[src/rtl/core_lsu_pkg.sv]
// Shared types and lane helpers for the load/store unit.
// Contents: size encodings, FSM state encoding, captured-request payload,
// byte-enable generation, store-data replication and load extraction.
package core_lsu_pkg;

  localparam int unsigned XLEN = 32;
  localparam int unsigned BE_W = XLEN / 8;

  typedef enum logic [1:0] {
    SZ_B   = 2'd0,
    SZ_H   = 2'd1,
    SZ_W   = 2'd2,
    SZ_RSV = 2'd3
  } lsu_size_e;

  typedef enum logic [1:0] {
    ST_IDLE = 2'd0,
    ST_REQ  = 2'd1,
    ST_RESP = 2'd2,
    ST_DONE = 2'd3
  } lsu_state_e;

  // Fields kept from the accepted request that the load path needs later.
  typedef struct packed {
    lsu_size_e  size;
    logic       uns;
    logic [1:0] lane;
  } lsu_req_t;

  // Byte enables for a store; half ignores lane[0], word/reserved take all lanes.
  function automatic logic [BE_W-1:0] be_gen(input lsu_size_e sz, input logic [1:0] lane);
    logic [BE_W-1:0] be;
    case (sz)
      SZ_B:    be = BE_W'(4'b0001 << lane);
      SZ_H:    be = lane[1] ? 4'b1100 : 4'b0011;
      default: be = 4'hF;
    endcase
    return be;
  endfunction

  // Replicate store data across every lane it could land in.
  function automatic logic [XLEN-1:0] wdata_rep(input lsu_size_e sz, input logic [XLEN-1:0] w);
    logic [XLEN-1:0] r;
    case (sz)
      SZ_B:    r = {4{w[7:0]}};
      SZ_H:    r = {2{w[15:0]}};
      default: r = w;
    endcase
    return r;
  endfunction

  // Pull the addressed byte/half out of the loaded word and extend it.
  function automatic logic [XLEN-1:0] load_extend(input lsu_size_e sz, input logic [1:0] lane,
                                                  input logic uns, input logic [XLEN-1:0] w);
    logic [7:0]      b;
    logic [15:0]     h;
    logic [XLEN-1:0] r;
    b = w[{lane, 3'b000} +: 8];
    h = w[{lane[1], 4'b0000} +: 16];
    case (sz)
      SZ_B:    r = uns ? {24'h0, b} : {{24{b[7]}}, b};
      SZ_H:    r = uns ? {16'h0, h} : {{16{h[15]}}, h};
      default: r = w;
    endcase
    return r;
  endfunction

endpackage

[src/rtl/core_lsu_if.sv]
// Data-memory port bundle: valid/ready request channel plus rvalid response.
// master = LSU side, slave = memory side.
interface core_lsu_if;
  import core_lsu_pkg::*;

  logic                DMEM_VALID;
  logic                DMEM_READY;
  logic [XLEN-1:0]     DMEM_ADDR;
  logic                DMEM_WE;
  logic [BE_W-1:0]     DMEM_BE;
  logic [XLEN-1:0]     DMEM_WDATA;
  logic                DMEM_RVALID;
  logic [XLEN-1:0]     DMEM_RDATA;

  modport master (
    output DMEM_VALID, DMEM_ADDR, DMEM_WE, DMEM_BE, DMEM_WDATA,
    input  DMEM_READY, DMEM_RVALID, DMEM_RDATA
  );

  modport slave (
    input  DMEM_VALID, DMEM_ADDR, DMEM_WE, DMEM_BE, DMEM_WDATA,
    output DMEM_READY, DMEM_RVALID, DMEM_RDATA
  );
endinterface

[src/rtl/core_lsu_align.sv]
// Combinational lane steering for the LSU.
// Store side: st_size_i/st_lane_i/st_wdata_i -> be_o, wdata_o.
// Load side:  ld_size_i/ld_lane_i/ld_unsigned_i/ld_rdata_i -> ld_data_o.
module core_lsu_align
  import core_lsu_pkg::*;
(
  input  lsu_size_e       st_size_i,
  input  logic [1:0]      st_lane_i,
  input  logic [XLEN-1:0] st_wdata_i,
  input  lsu_size_e       ld_size_i,
  input  logic [1:0]      ld_lane_i,
  input  logic            ld_unsigned_i,
  input  logic [XLEN-1:0] ld_rdata_i,
  output logic [BE_W-1:0] be_o,
  output logic [XLEN-1:0] wdata_o,
  output logic [XLEN-1:0] ld_data_o
);

  assign be_o      = be_gen(st_size_i, st_lane_i);
  assign wdata_o   = wdata_rep(st_size_i, st_wdata_i);
  assign ld_data_o = load_extend(ld_size_i, ld_lane_i, ld_unsigned_i, ld_rdata_i);

endmodule

[src/rtl/core_lsu.sv]
// Load/store unit: turns one core request into a word-aligned memory
// transaction and returns extended load data with a one-cycle done pulse.
// Core side: CLK, RST_N (sync, active-low), LSU_REQ/WE/SIZE/UNSIGNED/ADDR/WDATA
// in; LSU_BUSY/DONE/ERR/RDATA out. Memory side: dmem (core_lsu_if.master).
// Optional macro CORE_LSU_MISALIGN_TRAP_EN: misaligned half/word and reserved
// size complete immediately with LSU_ERR and issue no memory request.
module core_lsu
  import core_lsu_pkg::*;
#(
  parameter int unsigned TIMEOUT_CYC = 1023
) (
  input  logic            CLK,
  input  logic            RST_N,
  input  logic            LSU_REQ,
  input  logic            LSU_WE,
  input  logic [1:0]      LSU_SIZE,
  input  logic            LSU_UNSIGNED,
  input  logic [XLEN-1:0] LSU_ADDR,
  input  logic [XLEN-1:0] LSU_WDATA,
  output logic            LSU_BUSY,
  output logic            LSU_DONE,
  output logic            LSU_ERR,
  output logic [XLEN-1:0] LSU_RDATA,
  core_lsu_if.master      dmem
);

  localparam int unsigned CNT_W = (TIMEOUT_CYC > 1) ? $clog2(TIMEOUT_CYC) : 1;

  lsu_state_e      state_q, state_d;
  lsu_req_t        req_q, req_d;
  logic [CNT_W-1:0] cnt_q, cnt_d;
  logic            busy_q, busy_d, done_q, done_d, err_q, err_d;
  logic [XLEN-1:0] rdata_q, rdata_d;
  logic            valid_q, valid_d, we_q, we_d;
  logic [XLEN-1:0] addr_q, addr_d, wdata_q, wdata_d;
  logic [BE_W-1:0] be_q, be_d;

  lsu_size_e       size_c;
  logic [BE_W-1:0] be_c;
  logic [XLEN-1:0] wdata_c, ld_data_c;
  logic            misalign_c, timeout_c;

  assign size_c = lsu_size_e'(LSU_SIZE);

  core_lsu_align u_align (
    .st_size_i     (size_c),
    .st_lane_i     (LSU_ADDR[1:0]),
    .st_wdata_i    (LSU_WDATA),
    .ld_size_i     (req_q.size),
    .ld_lane_i     (req_q.lane),
    .ld_unsigned_i (req_q.uns),
    .ld_rdata_i    (dmem.DMEM_RDATA),
    .be_o          (be_c),
    .wdata_o       (wdata_c),
    .ld_data_o     (ld_data_c)
  );

`ifdef CORE_LSU_MISALIGN_TRAP_EN
  assign misalign_c = ((size_c == SZ_H) && LSU_ADDR[0]) ||
                      ((size_c == SZ_W) && (LSU_ADDR[1:0] != 2'b00)) ||
                      (size_c == SZ_RSV);
`else
  assign misalign_c = 1'b0;
`endif

  // Counter value cnt_q == N means this is the (N+1)th cycle in REQ+RESP.
  assign timeout_c = (TIMEOUT_CYC != 0) && (cnt_q == CNT_W'(TIMEOUT_CYC - 1));

  // Next-state and registered-output logic.
  always_comb begin
    state_d = state_q;
    req_d   = req_q;
    cnt_d   = cnt_q;
    done_d  = 1'b0;
    err_d   = 1'b0;
    rdata_d = rdata_q;
    valid_d = 1'b0;
    addr_d  = addr_q;
    we_d    = we_q;
    be_d    = be_q;
    wdata_d = wdata_q;
    case (state_q)
      ST_IDLE: begin
        if (LSU_REQ) begin
          req_d   = '{size: size_c, uns: LSU_UNSIGNED, lane: LSU_ADDR[1:0]};
          addr_d  = {LSU_ADDR[XLEN-1:2], 2'b00};
          we_d    = LSU_WE;
          be_d    = LSU_WE ? be_c : 4'hF;
          wdata_d = wdata_c;
          cnt_d   = '0;
          if (misalign_c) begin
            state_d = ST_DONE;
            done_d  = 1'b1;
            err_d   = 1'b1;
            rdata_d = '0;
          end else begin
            state_d = ST_REQ;
            valid_d = 1'b1;
          end
        end
      end
      ST_REQ: begin
        cnt_d   = cnt_q + CNT_W'(1);
        valid_d = 1'b1;
        // A handshake in the last allowed cycle still completes normally.
        if (dmem.DMEM_READY) begin
          valid_d = 1'b0;
          if (we_q) begin
            state_d = ST_DONE;
            done_d  = 1'b1;
            rdata_d = '0;
          end else begin
            state_d = ST_RESP;
          end
        end else if (timeout_c) begin
          valid_d = 1'b0;
          state_d = ST_DONE;
          done_d  = 1'b1;
          err_d   = 1'b1;
          rdata_d = '0;
        end
      end
      ST_RESP: begin
        cnt_d = cnt_q + CNT_W'(1);
        if (dmem.DMEM_RVALID) begin
          state_d = ST_DONE;
          done_d  = 1'b1;
          rdata_d = ld_data_c;
        end else if (timeout_c) begin
          state_d = ST_DONE;
          done_d  = 1'b1;
          err_d   = 1'b1;
          rdata_d = '0;
        end
      end
      ST_DONE: state_d = ST_IDLE;
      default: state_d = ST_IDLE;
    endcase
    busy_d = (state_d != ST_IDLE);
  end

  // State and output registers, synchronous active-low reset.
  always_ff @(posedge CLK) begin
    if (!RST_N) begin
      state_q <= ST_IDLE;
      req_q   <= '0;
      cnt_q   <= '0;
      busy_q  <= 1'b0;
      done_q  <= 1'b0;
      err_q   <= 1'b0;
      rdata_q <= '0;
      valid_q <= 1'b0;
      addr_q  <= '0;
      we_q    <= 1'b0;
      be_q    <= '0;
      wdata_q <= '0;
    end else begin
      state_q <= state_d;
      req_q   <= req_d;
      cnt_q   <= cnt_d;
      busy_q  <= busy_d;
      done_q  <= done_d;
      err_q   <= err_d;
      rdata_q <= rdata_d;
      valid_q <= valid_d;
      addr_q  <= addr_d;
      we_q    <= we_d;
      be_q    <= be_d;
      wdata_q <= wdata_d;
    end
  end

  assign LSU_BUSY        = busy_q;
  assign LSU_DONE        = done_q;
  assign LSU_ERR         = err_q;
  assign LSU_RDATA       = rdata_q;
  assign dmem.DMEM_VALID = valid_q;
  assign dmem.DMEM_ADDR  = addr_q;
  assign dmem.DMEM_WE    = we_q;
  assign dmem.DMEM_BE    = be_q;
  assign dmem.DMEM_WDATA = wdata_q;

endmodule

[src/flat_wrapper.sv]
// flat-port wrapper written by rule: the top's interface ports become plain ports
module core_lsu_flat import core_lsu_pkg::*;
#(
  parameter int unsigned TIMEOUT_CYC = 1023
)
  (CLK, RST_N, LSU_REQ, LSU_WE, LSU_SIZE, LSU_UNSIGNED, LSU_ADDR, LSU_WDATA, LSU_BUSY, LSU_DONE, LSU_ERR, LSU_RDATA, dmem_DMEM_VALID, dmem_DMEM_ADDR, dmem_DMEM_WE, dmem_DMEM_BE, dmem_DMEM_WDATA, dmem_DMEM_READY, dmem_DMEM_RVALID, dmem_DMEM_RDATA);
  core_lsu_if dmem_i ();
  input  logic CLK;
  input  logic RST_N;
  input  logic LSU_REQ;
  input  logic LSU_WE;
  input  logic [1:0] LSU_SIZE;
  input  logic LSU_UNSIGNED;
  input  logic [XLEN-1:0] LSU_ADDR;
  input  logic [XLEN-1:0] LSU_WDATA;
  output logic LSU_BUSY;
  output logic LSU_DONE;
  output logic LSU_ERR;
  output logic [XLEN-1:0] LSU_RDATA;
  output wire logic [$bits(dmem_i.DMEM_VALID)-1:0] dmem_DMEM_VALID;
  output wire logic [$bits(dmem_i.DMEM_ADDR)-1:0] dmem_DMEM_ADDR;
  output wire logic [$bits(dmem_i.DMEM_WE)-1:0] dmem_DMEM_WE;
  output wire logic [$bits(dmem_i.DMEM_BE)-1:0] dmem_DMEM_BE;
  output wire logic [$bits(dmem_i.DMEM_WDATA)-1:0] dmem_DMEM_WDATA;
  input wire logic [$bits(dmem_i.DMEM_READY)-1:0] dmem_DMEM_READY;
  input wire logic [$bits(dmem_i.DMEM_RVALID)-1:0] dmem_DMEM_RVALID;
  input wire logic [$bits(dmem_i.DMEM_RDATA)-1:0] dmem_DMEM_RDATA;
  assign dmem_DMEM_VALID = dmem_i.DMEM_VALID;
  assign dmem_DMEM_ADDR = dmem_i.DMEM_ADDR;
  assign dmem_DMEM_WE = dmem_i.DMEM_WE;
  assign dmem_DMEM_BE = dmem_i.DMEM_BE;
  assign dmem_DMEM_WDATA = dmem_i.DMEM_WDATA;
  assign dmem_i.DMEM_READY = dmem_DMEM_READY;
  assign dmem_i.DMEM_RVALID = dmem_DMEM_RVALID;
  assign dmem_i.DMEM_RDATA = dmem_DMEM_RDATA;
  core_lsu #(.TIMEOUT_CYC(TIMEOUT_CYC)) u_core (.CLK(CLK), .RST_N(RST_N), .LSU_REQ(LSU_REQ), .LSU_WE(LSU_WE), .LSU_SIZE(LSU_SIZE), .LSU_UNSIGNED(LSU_UNSIGNED), .LSU_ADDR(LSU_ADDR), .LSU_WDATA(LSU_WDATA), .LSU_BUSY(LSU_BUSY), .LSU_DONE(LSU_DONE), .LSU_ERR(LSU_ERR), .LSU_RDATA(LSU_RDATA), .dmem(dmem_i));
endmodule
[config.mk]
export PLATFORM = sky130hd
export DESIGN_NAME = core_lsu_flat
export DESIGN_NICKNAME = d
export VERILOG_FILES = /design/src/rtl/core_lsu_pkg.sv /design/src/rtl/core_lsu_if.sv /design/src/rtl/core_lsu_align.sv /design/src/rtl/core_lsu.sv /design/src/flat_wrapper.sv
export SDC_FILE = /design/constraint.sdc
export NUM_CORES = 1
export LEC_CHECK = 0
export BUFFER_PORTS_ARGS = -buffer_cell sky130_fd_sc_hd__buf_2
export CAP_MARGIN = 20
export CORE_MARGIN = 2
export CORE_UTILIZATION = 53
export DETAILED_ROUTE_END_ITERATION = 8
export GPL_TIMING_DRIVEN = 0
export MAX_ROUTING_LAYER = met4
export PLACE_DENSITY = 0.93
export SLEW_MARGIN = 5
export SYNTH_ARGS = -nofsm -noshare
export SYNTH_HDL_FRONTEND = slang
export SYNTH_SLANG_ARGS = --single-unit
[constraint.sdc]
create_clock -name CLK -period 5.09 [get_ports CLK]
set_input_delay 0.7635 -clock CLK [delete_from_list [all_inputs] [get_ports CLK]]
set_output_delay 0.7635 -clock CLK [all_outputs]
set_load 0.1 [all_outputs]
==> flow_metrics.py, run 1 <==
metrics = {
    "setup_path": {
        "cp.buffers_inverters": 1,
        "crit_family": "buffers and inverters",
        "critPathKind": "register to primary output",
        "required_ns": 4.33,
        "critical_path.slowest_cell": "buf_2",
        "cpPeakStageDelay_ns": 0.47,
        "path_max_fanout": 5,
        "crit_arrival_ns": 1.41,
        "rrSetupSlack_ns": 3.10,
        "worstSetupEndpointType": "primary output",
        "start_kind": "register",
        "path_cells": "buf_2",
    },
    "flow_run": {
        "drv_cap": 0,
    },
    "synth": {
        "synthArstFlopShare_pct": 0,
        "synth_top_cells_by_count": "nand2_1 (152), dfxtp_1 (120), a21oi_1 (71)",
        "synth_area_per_cell_um2": 8.23,
        "ys_ff_latch": 120,
        "synth_cells": 666,
        "synthesis.area_um2": 5480,
        "synth_flop_cell": "dfxtp_1",
        "synth.most_common_cell": "nand2_1",
        "synth_edf_count": 0,
        "ys_top_cells_by_area": "dfxtp_1 (44%), nand2_1 (10%), a21oi_1 (6.5%), mux2i_1 (4.4%), o21ai_0 (4.2%)",
        "yosysWarnings": 0,
        "synth_top_cell_area_share_pct": 43.8,
        "synth_cell_type_count": 59,
        "yosysSeqAreaShare_pct": 43.8,
        "yosysTopAreaCell": "dfxtp_1",
    },
    "die": {
        "dieArea_um2": 11200,
        "die_h_um": 106,
        "die_w_um": 106,
        "start_util_pct": 53.8,
        "rows": 37,
        "placeableCoreArea_um2": 10200,
        "ios": 210,
    },
    "timing": {
        "fin_setup_tns_ns": 0,
        "setup_viol": 0,
        "finalCritPeriodShare_pct": 42.7,
        "tightest_slew_ns": 0.565,
        "hold_slack_ns": 0.452,
        "layout_min_cycle_time_ns": 2.18,
        "fin_worst_skew_ns": 0.0107,
        "hold_viol": 0,
        "rsz0062_at_grt": "false",
        "clock.fmax_ghz": 0.460,
        "drv_slew": 0,
        "relSlewSlack_pct": 61.3,
    },
    "clocking": {
        "ctsResizeCount": 0,
        "tritoncts": "done",
        "clock_latency_ns": 0.52,
        "htreeDepth": 4,
        "path_clk_slew_ns": 0.06,
        "cts_buffers": 17,
        "clkSinkCount": 120,
        "cts_root_buf": "clkbuf_8",
        "hold_buffers": 0,
        "clock_path_buffers": 2,
        "post_cts_buffers": 0,
    },
    "layout": {
        "final_nets": 1002,
        "fin_area_um2": 7330,
        "area_growth_pct": 33.7,
        "drive_above_1_share_pct": 30.4,
        "regArea_um2": 2400,
        "fillers": 808,
        "multi_input_area_um2": 2780,
        "diodes": 0,
    },
    "route": {
        "ant_nets": 0,
        "wl_per_cell_um": 16.3,
        "vias": 5897,
        "viasPerCell": 5.66,
        "drtIter0Drc": 419,
        "drc": 0,
        "first_pass_iters": 5,
        "finalWirelength_um": 17000,
    },
    "hold_path": {
        "hold_class": "register to register",
    },
    "power_and_ir_drop": {
        "peakVddDrop_uv": 414,
        "power_leakage_nw": 3.36,
        "power_density_nw_per_um2": 546,
    },
    "placed_design": {
        "place_area_um2": 6680,
        "routabilityCongestion": 0.906,
        "buffer_ports.inserted": 206,
        "hpwl_um": 12400,
    },
    "global_routing": {
        "overflow": 0,
        "grt_first_pass_wirelength_um": 26900,
        "antenna_found_initial": 0,
        "grt_pass1_vias": 5671,
        "grt_usage_pct": 30.8,
        "grt_max_degree": 17,
    },
    "status": {
        "status": "complete, no violations",
    },
}
## worst register-to-register path, delay by kind of cell, from the launching register on
kind | cells | cell delay (ns)
buffers and inverters | 4 | 0.94
AND/OR/NAND/NOR | 2 | 0.33
flip-flops | 1 | 0.31
AO/OA/AOI/OAI | 1 | 0.17
adder cells (fa/ha/maj) | 1 | 0.16
## layout by cell type, fill, tap and decap left out, drive strengths merged, types with 3 or more instances in the layout
master and instances:
dfxtp 120, nor3 4, and2 5, ha 5, a22o 22, buf 230, a32o 7, xor2 3
nand2 153, or3 4, a211oi 10, o221ai 6, nand2b 19, a21oi 71, and3 4, a22oi 6
clkbuf 50, bufinv 4, mux2 4, a311oi 8, nand4 4, nand3 3, inv 14, nor2 33
o2bb2ai 3, o21ai 53, clkinv 3, mux2i 25
## layer usage
layer  part of all wire [%]  vias up  track usage, %
li1                       -     2779               -
met1                     39     2716            35.3
met2                     49      346            51.7
met3                    8.2       56            6.62
met4                    3.5        0            14.4
met5                      0        -               -
## final timing paths
check                                                 from                    endpoint  cells past startpoint
worst max-delay path                   u_core.dmem.DMEM_WE                dmem_DMEM_WE                      1
worst min-delay path            u_core.dmem.DMEM_WDATA[30]  u_core.dmem.DMEM_WDATA[30]                      2
worst max register to register           u_core.state_q[0]  u_core.dmem.DMEM_WDATA[24]                      8
worst min register to register  u_core.dmem.DMEM_WDATA[30]  u_core.dmem.DMEM_WDATA[30]                      2
## power breakdown
| part | switching (mW) | internal, mW | total, mW |
|---|---|---|---|
| clock | 0.456 | 0.842 | 1.30 |
| sequential | 0.0631 | 1.06 | 1.12 |
| combinational | 1.25 | 0.333 | 1.59 |
| total | 1.77 | 2.23 | 4.00 |
## sequential cells by signal (all words and copies together) (netlist names)
name	cells
u_core.dmem.DMEM_BE	4
u_core.cnt_q	10
u_core.state_q	2
u_core.dmem.DMEM_VALID	1
u_core.LSU_BUSY	1
u_core.LSU_ERR	1
u_core.req_q	5
u_core.LSU_RDATA	32
u_core.dmem.DMEM_WDATA	32
u_core.dmem.DMEM_WE	1
u_core.dmem.DMEM_ADDR	30
u_core.LSU_DONE	1
## area by class of cell
| class | count | share of cell area, % |
|---|---|---|
| Multi-Input combinational cell | 482 | 37.9 |
| Sequential cell | 120 | 32.8 |
| Timing Repair Buffer | 206 | 14.1 |
| Clock buffer | 20 | 6.22 |
| Buffer | 54 | 3.53 |
| Clock inverter | 12 | 2.56 |
| Tap cell | 136 | 2.32 |
| Inverter | 11 | 0.564 |
## logic make-up (layout without fill, tap and decap cells)
| logic type | after synthesis | in the layout | synth area share [%] |
|---|---|---|---|
| AOI/OAI and AO/OA | 201 | 201 | 23.4 |
| xor gates and xnor gates | 5 | 5 | 0.799 |
| adders and majority gates | 5 | 5 | 1.14 |
| buffers and inverters | 65 | 303 | 5.48 |
| DFF | 120 | 120 | 43.8 |
| muxes | 30 | 30 | 6.17 |
| other | 1 | 2 | 0.0684 |
| and+or+nand+nor | 239 | 239 | 19.1 |
## through the flow
| step | setup slack [ns] | power [mW] | std cells | util [%] |
|---|---|---|---|---|
| final | 2.91 | 4.00 | 1041 | 71.9 |
| after global routing | 2.85 | 4.15 | 1041 | 71.9 |
| after CTS | 2.88 | 4.00 | 1041 | 71.9 |
| after detailed placement | 3.02 | 2.70 | 1009 | 65.6 |
| after global placement | 3.07 | 2.67 | 1009 | 65.6 |
| after floorplan | 3.15 | 2.39 | 667 | - |
Power figures use the tool's default switching activity.
==> run 2, diff against run 1 <==
CORE_UTILIZATION = 44   (was 53)
PLACE_DENSITY = 0.83   (was 0.93)
clock period = 1.9 ns   (was 5.09 ns; I/O delays follow)
==> run 2 against run 1 <==
Compared with the run above: sequential cell count is the same; cell count rose by 3.3%; sequential power rose to 2.7 times the previous value; first-iteration DRC count grew 0.24%; register-to-register slack worse by 3.0 ns; combinational power grew to 2.7 times the previous value; critical endpoint is now u_core.dmem.DMEM_ADDR[15]; largest power group unchanged.
==> flow_metrics.py, run 2 (same netlist as run 1, synthesis figures left out) <==
metrics = {
    "setup_path": {
        "critPathKind": "register to register",
        "worstSetupEndpointType": "register",
        "cp-startpoint": "u_core.state_q[0]",
        "path_max_fanout": 10,
        "start_kind": "register",
        "crit_arrival_ns": 2.15,
        "rrSetupSlack_ns": 0.09,
        "r2r_cells": 8,
        "crit_path_end": "u_core.dmem.DMEM_ADDR[15]",
        "reg2reg_from": "u_core.state_q[0]",
        "r2r_end": "u_core.dmem.DMEM_ADDR[15]",
        "required_ns": 2.23,
    },
    "global_routing": {
        "grt_first_pass_wirelength_um": 26100,
        "grt_max_degree": 17,
        "antenna_found_initial": 0,
        "grt_pass1_vias": 5311,
        "overflow": 0,
        "grt_usage_pct": 25.7,
    },
    "layout": {
        "regArea_um2": 2400,
        "multi_input_area_um2": 2790,
        "fin_util_pct": 61.4,
        "drive_above_1_share_pct": 32.1,
        "diodes": 0,
        "fin_area_um2": 7400,
        "final_common_cell": "buf_2",
        "area_growth_pct": 35.1,
        "layout_common_cells": "buf_2 (218), nand2_1 (151), dfxtp_1 (119), a21oi_1 (71), o21ai_0 (46)",
        "stdcell_count": 1075,
        "final_nets": 1004,
        "fillers": 1074,
    },
    "timing": {
        "finalCritPeriodShare_pct": 95.5,
        "hold_viol": 0,
        "clock.fmax_ghz": 0.551,
        "setup_viol": 0,
        "tightest_slew_ns": 0.562,
        "drv_slew": 0,
        "rsz0062_at_grt": "true",
        "fin_worst_skew_ns": 0.00658,
        "relSlewSlack_pct": 61.4,
        "layout_min_cycle_time_ns": 1.81,
    },
    "die": {
        "dieArea_um2": 13400,
        "ios": 210,
        "placeableCoreArea_um2": 12100,
        "die_w_um": 116,
        "rows": 40,
        "start_util_pct": 45.4,
        "die_h_um": 116,
    },
    "clocking": {
        "cts_root_buf": "clkbuf_16",
        "cts_buffers": 17,
        "clock_latency_ns": 0.41,
        "tritoncts": "done",
        "clkSinkCount": 120,
        "path_clk_slew_ns": 0.06,
        "clock_path_buffers": 2,
        "htreeDepth": 4,
    },
    "placed_design": {
        "routabilityCongestion": 0.896,
        "hpwl_um": 12400,
        "place_area_um2": 6730,
        "buffer_ports.inserted": 206,
        "placedCellCount": 1041,
    },
    "flow_run": {
        "drv_cap": 0,
    },
    "route": {
        "finalWirelength_um": 17000,
        "drc": 0,
        "first_pass_iters": 5,
        "drtIter0Drc": 420,
        "wl_per_cell_um": 15.8,
        "vias": 5783,
        "viasPerCell": 5.38,
        "ant_nets": 0,
    },
    "status": {
        "status": "complete, no violations",
    },
    "hold_path": {
        "hold_class": "primary input to register",
    },
    "power_and_ir_drop": {
        "power_leakage_nw": 3.40,
        "peakVddDrop_uv": 876,
        "power_mw": 10.7,
        "power_density_nw_per_um2": 1450,
    },
}
run 2: cell count changes in the layout (fill, tap and decap cells not counted), moves of 2 or more:
cell	previous run	this run
ha_2	0	2
clkinv_2	0	2
clkbuf_4	0	3
clkbuf_1	30	21
clkbuf_2	0	10
inv_6	3	0
ha_1	5	3
buf_4	6	9
clkbuf_8	4	2
buf_2	221	218
run 2: layer usage:
| metal | vias up | routed length, um | track usage (%) |
|---|---|---|---|
| met5 | - | 0 | - |
| met4 | 0 | 415 | 10.8 |
| met3 | 44 | 1380 | 6.38 |
| met2 | 298 | 8020 | 41.6 |
| met1 | 2659 | 7150 | 30.5 |
| li1 | 2782 | - | - |
run 2: how the worst min path moves through the flow:
stage / slack (ns) / to / cells after the start / start
floorplan: 0.41 / u_core.dmem.DMEM_WE / 2 / LSU_WE
global placement: 0.44 / u_core.dmem.DMEM_ADDR[3] / 2 / u_core.dmem.DMEM_ADDR[3]
detailed placement: 0.45 / u_core.dmem.DMEM_ADDR[19] / 2 / u_core.dmem.DMEM_ADDR[19]
CTS: 0.09 / u_core.dmem.DMEM_ADDR[2] / 3 / LSU_ADDR[2]
global route: 0.1 / u_core.dmem.DMEM_ADDR[2] / 3 / LSU_ADDR[2]
finish: 0.11 / u_core.dmem.DMEM_ADDR[2] / 3 / LSU_ADDR[2]
run 2: layout make-up:
class / count / area share, %
Clock inverter: 11 / 2.32
Clock buffer: 21 / 6.22
Buffer: 54 / 3.82
Inverter: 11 / 0.558
Sequential cell: 120 / 32.5
Multi-Input combinational cell: 482 / 37.7
Timing Repair Buffer: 208 / 14.1
Tap cell: 168 / 2.84
run 2: critical path, cell delays in order, from the launching register on:
cell      delay (ns)
dfxtp_1         0.32
inv_2           0.10
ha_2            0.17
buf_2           0.17
and2_1          0.14
clkbuf_4        0.19
clkbuf_1        0.36
nand2_1         0.12
a21oi_1         0.16
run 2: power by group:
| part | internal [mW] | total [mW] | switching [mW] |
|---|---|---|---|
| combinational | 0.935 | 4.28 | 3.34 |
| sequential | 2.83 | 3.00 | 0.170 |
| clock | 2.26 | 3.43 | 1.17 |
run 2: stage by stage:
stage               setup TNS [ns]  hold WS [ns]  setup WS, ns
floorplan                        0         0.414         0.233
global placement            -0.227         0.438       -0.0478
detailed placement          -0.245         0.445       -0.0649
CTS                              0        0.0871       0.00613
global route               -0.0706        0.0965       -0.0217
finish                           0         0.106        0.0855
run 2: what timing repair did:
item	CTS	global route
gates resized for setup	6	20
hold buffers	0	0
pin swaps	1	0
buffers inserted	2	0
setup endpoints to repair	29	79
==> run 3, diff against run 2 <==
ABC_AREA = 1   (was default)
CORE_UTILIZATION = 45   (was 44)
PLACE_DENSITY = 0.84   (was 0.83)
==> run 3 against run 2 <==
Compared with the run above: global-route usage increased by 1.9 points; largest power group is now clock; clock skew shrank 0.00058 ns; sequential power down 6.7%; non-clock buffer count decreased by 5; setup slack improved by 0.050 ns; fmax grew 2.8%; final area grew 1.4%; total power fell by 20%; worst hold slack worse by 0.053 ns.
==> flow_metrics.py, run 3 <==
metrics = {
    "timing": {
        "fin_setup_tns_ns": 0,
        "tightest_slew_ns": 0.592,
        "setup_viol": 0,
        "drv_slew": 0,
        "finalCritPeriodShare_pct": 92.9,
        "clock.fmax_ghz": 0.567,
        "relSlewSlack_pct": 60.5,
        "fin_worst_skew_ns": 0.00600,
        "hold_viol": 0,
        "fin_ws_ns": 0.135,
        "rsz0062_at_grt": "false",
        "layout_min_cycle_time_ns": 1.76,
    },
    "global_routing": {
        "grt_pass1_vias": 5718,
        "overflow": 0,
        "antenna_found_initial": 2,
        "grt_usage_pct": 27.6,
        "grt_max_degree": 17,
        "grt_first_pass_wirelength_um": 27400,
    },
    "hold_path": {
        "worstHoldPathCells": 3,
        "min_from": "LSU_WDATA[18]",
        "min_to": "u_core.dmem.DMEM_WDATA[18]",
        "hold_class": "primary input to register",
    },
    "synth": {
        "ys_top_cells_by_area": "dfxtp_1 (43%), nand2_1 (14%), a21oi_1 (6.6%), nor2_1 (5.5%), o21ai_0 (5.5%)",
        "synthesis.area_um2": 5620,
        "synth_edf_count": 0,
        "synth_flop_cell": "dfxtp_1",
        "synth_top_cell_area_share_pct": 42.7,
        "synthArstFlopShare_pct": 0,
        "synth_area_per_cell_um2": 7.10,
        "synth_cell_type_count": 39,
        "synth.most_common_cell": "nand2_1",
        "yosysSeqAreaShare_pct": 42.7,
        "synth_top_cells_by_count": "nand2_1 (209), dfxtp_1 (120), nor2_1 (83)",
        "yosysWarnings": 0,
        "yosysTopAreaCell": "dfxtp_1",
        "synth_cells": 792,
        "ys_ff_latch": 120,
    },
    "die": {
        "placeableCoreArea_um2": 12100,
        "ios": 210,
        "die_h_um": 116,
        "die_w_um": 116,
        "rows": 40,
        "start_util_pct": 46.4,
        "dieArea_um2": 13400,
    },
    "clocking": {
        "hold_buffers": 0,
        "htreeDepth": 4,
        "tritoncts": "done",
        "cts_root_buf": "clkbuf_16",
        "clock_latency_ns": 0.43,
        "path_clk_slew_ns": 0.06,
        "cts_buffers": 17,
        "clkSinkCount": 120,
        "clock_path_buffers": 2,
    },
    "placed_design": {
        "placedCellCount": 1167,
        "dp_slack_ns": 0.0385,
        "hpwl_um": 13300,
        "routabilityCongestion": 0.953,
        "buffer_ports.inserted": 206,
    },
    "power_and_ir_drop": {
        "power_mw": 8.61,
        "power_leakage_nw": 3.78,
        "peakVddDrop_uv": 804,
        "power.internal_mw": 5.26,
        "switching_share_pct": 38.9,
        "pwr-share-clk_pct": 37.1,
        "combPwrFrac_pct": 30.5,
        "pwr-share-seq_pct": 32.5,
        "power_density_nw_per_um2": 1150,
        "p_sw_mw": 3.35,
    },
    "route": {
        "first_pass_iters": 5,
        "wl_per_cell_um": 14.7,
        "drc": 0,
        "finalWirelength_um": 17700,
        "vias": 6094,
        "drtIter0Drc": 482,
        "ant_nets": 0,
        "viasPerCell": 5.06,
    },
    "setup_path": {
        "crit_arrival_ns": 2.05,
        "path_max_fanout": 10,
        "r2r_end": "u_core.LSU_RDATA[26]",
        "reg2reg_from": "u_core.state_q[0]",
        "rrSetupSlack_ns": 0.14,
        "worstSetupEndpointType": "register",
        "cp-startpoint": "u_core.state_q[0]",
        "required_ns": 2.19,
        "r2r_cells": 8,
        "critPathKind": "register to register",
        "start_kind": "register",
    },
    "layout": {
        "area_growth_pct": 33.5,
        "fin_util_pct": 62.0,
        "drive_above_1_share_pct": 29.5,
        "final_common_cell": "buf_2",
        "final_nets": 1132,
        "stdcell_count": 1205,
        "layout_common_cells": "buf_2 (217), nand2_1 (209), dfxtp_1 (119), nor2_1 (83), a21oi_1 (74)",
    },
    "flow_run": {
        "drv_cap": 0,
    },
    "status": {
        "status": "complete, no violations",
    },
}
## run 3: cell types whose count changed in the layout (fill, tap and decap cells not counted), moves of 10 or more
cell | previous run | this run
inv_1 | 9 | 68
nand2_1 | 151 | 209
nor2_1 | 33 | 83
nand3_1 | 3 | 46
mux2i_1 | 24 | 0
a22o_1 | 22 | 0
nand2b_1 | 19 | 0
o21ai_0 | 46 | 62
a211oi_1 | 10 | 0
## run 3: power by group through the flow
| stage | Combinational (mW) | Clock (mW) | Sequential, mW |
|---|---|---|---|
| finish | 2.62 | 3.19 | 2.80 |
| global route | 2.79 | 3.34 | 2.81 |
| CTS | 2.60 | 3.23 | 2.79 |
| detailed placement | 2.59 | 0 | 2.84 |
| global placement | 2.57 | 0 | 2.84 |
| floorplan | 0.859 | 0 | 4.04 |
## run 3: area by class of cell
| type | instances | area (um^2) |
|---|---|---|
| multi-input combinational | 551 | 2680 |
| tap | 168 | 210 |
| buffer | 47 | 268 |
| clock buffer | 21 | 460 |
| clock inverter | 11 | 124 |
| sequential | 120 | 2400 |
| antenna | 2 | 5.00 |
| timing repair buffer | 210 | 1060 |
| inverter | 75 | 289 |
| fill | 1121 | 4610 |
## run 3: how the worst max path moves through the flow
stage	to	slack (ns)	depth (start not counted)
2_1_floorplan	u_core.LSU_RDATA[21]	0.30	7
3_3_place_gp	u_core.dmem.DMEM_VALID	0.08	6
3_5_place_dp	u_core.dmem.DMEM_VALID	0.04	6
4_1_cts	u_core.LSU_RDATA[26]	0.01	9
5_1_grt	u_core.LSU_RDATA[17]	0.008	9
6_report	u_core.LSU_RDATA[26]	0.14	8
## run 3: stage by stage
| step | cell area (um^2) | hold WS [ns] |
|---|---|---|
| 4_1_cts | 7450 | 0.0371 |
| 2_1_floorplan | 5630 | 0.392 |
| 6_report | 7500 | 0.0534 |
| 3_3_place_gp | 6870 | 0.449 |
| 3_5_place_dp | 6870 | 0.453 |
| 5_1_grt | 7500 | 0.0495 |
## run 3: critical path: stages (launching register included)
cell,delay (ns)
dfxtp_1,0.36
inv_1,0.12
ha_4,0.31
inv_2,0.06
a31oi_4,0.20
nand2_1,0.21
buf_4,0.24
nand2_1,0.07
a21oi_1,0.07
## run 3: timing repair
action,in CTS,in global routing
gates resized for setup,0,6
setup endpoints to repair,0,65
buffers inserted,0,4
## run 3: metal layers
layer / track usage, % / part of all wire [%]
met5: - / 0
met4: 12.0 / 3.2
met3: 9.94 / 8.9
met2: 43.9 / 47
met1: 31.4 / 41
## run 3: cells by family (layout without fill, tap and decap cells)
logic type / after synthesis / count (layout) / synth area share, %
flip-flops: 120 / 120 / 42.7
AO/OA/AOI/OAI: 180 / 180 / 18.6
other: 1 / 4 / 0.0667
buffers and inverters: 122 / 364 / 9.86
XOR/XNOR: 1 / 1 / 0.156
adder cells (fa/ha/maj): 5 / 5 / 1.11
AND/OR/NAND/NOR: 363 / 363 / 27.5
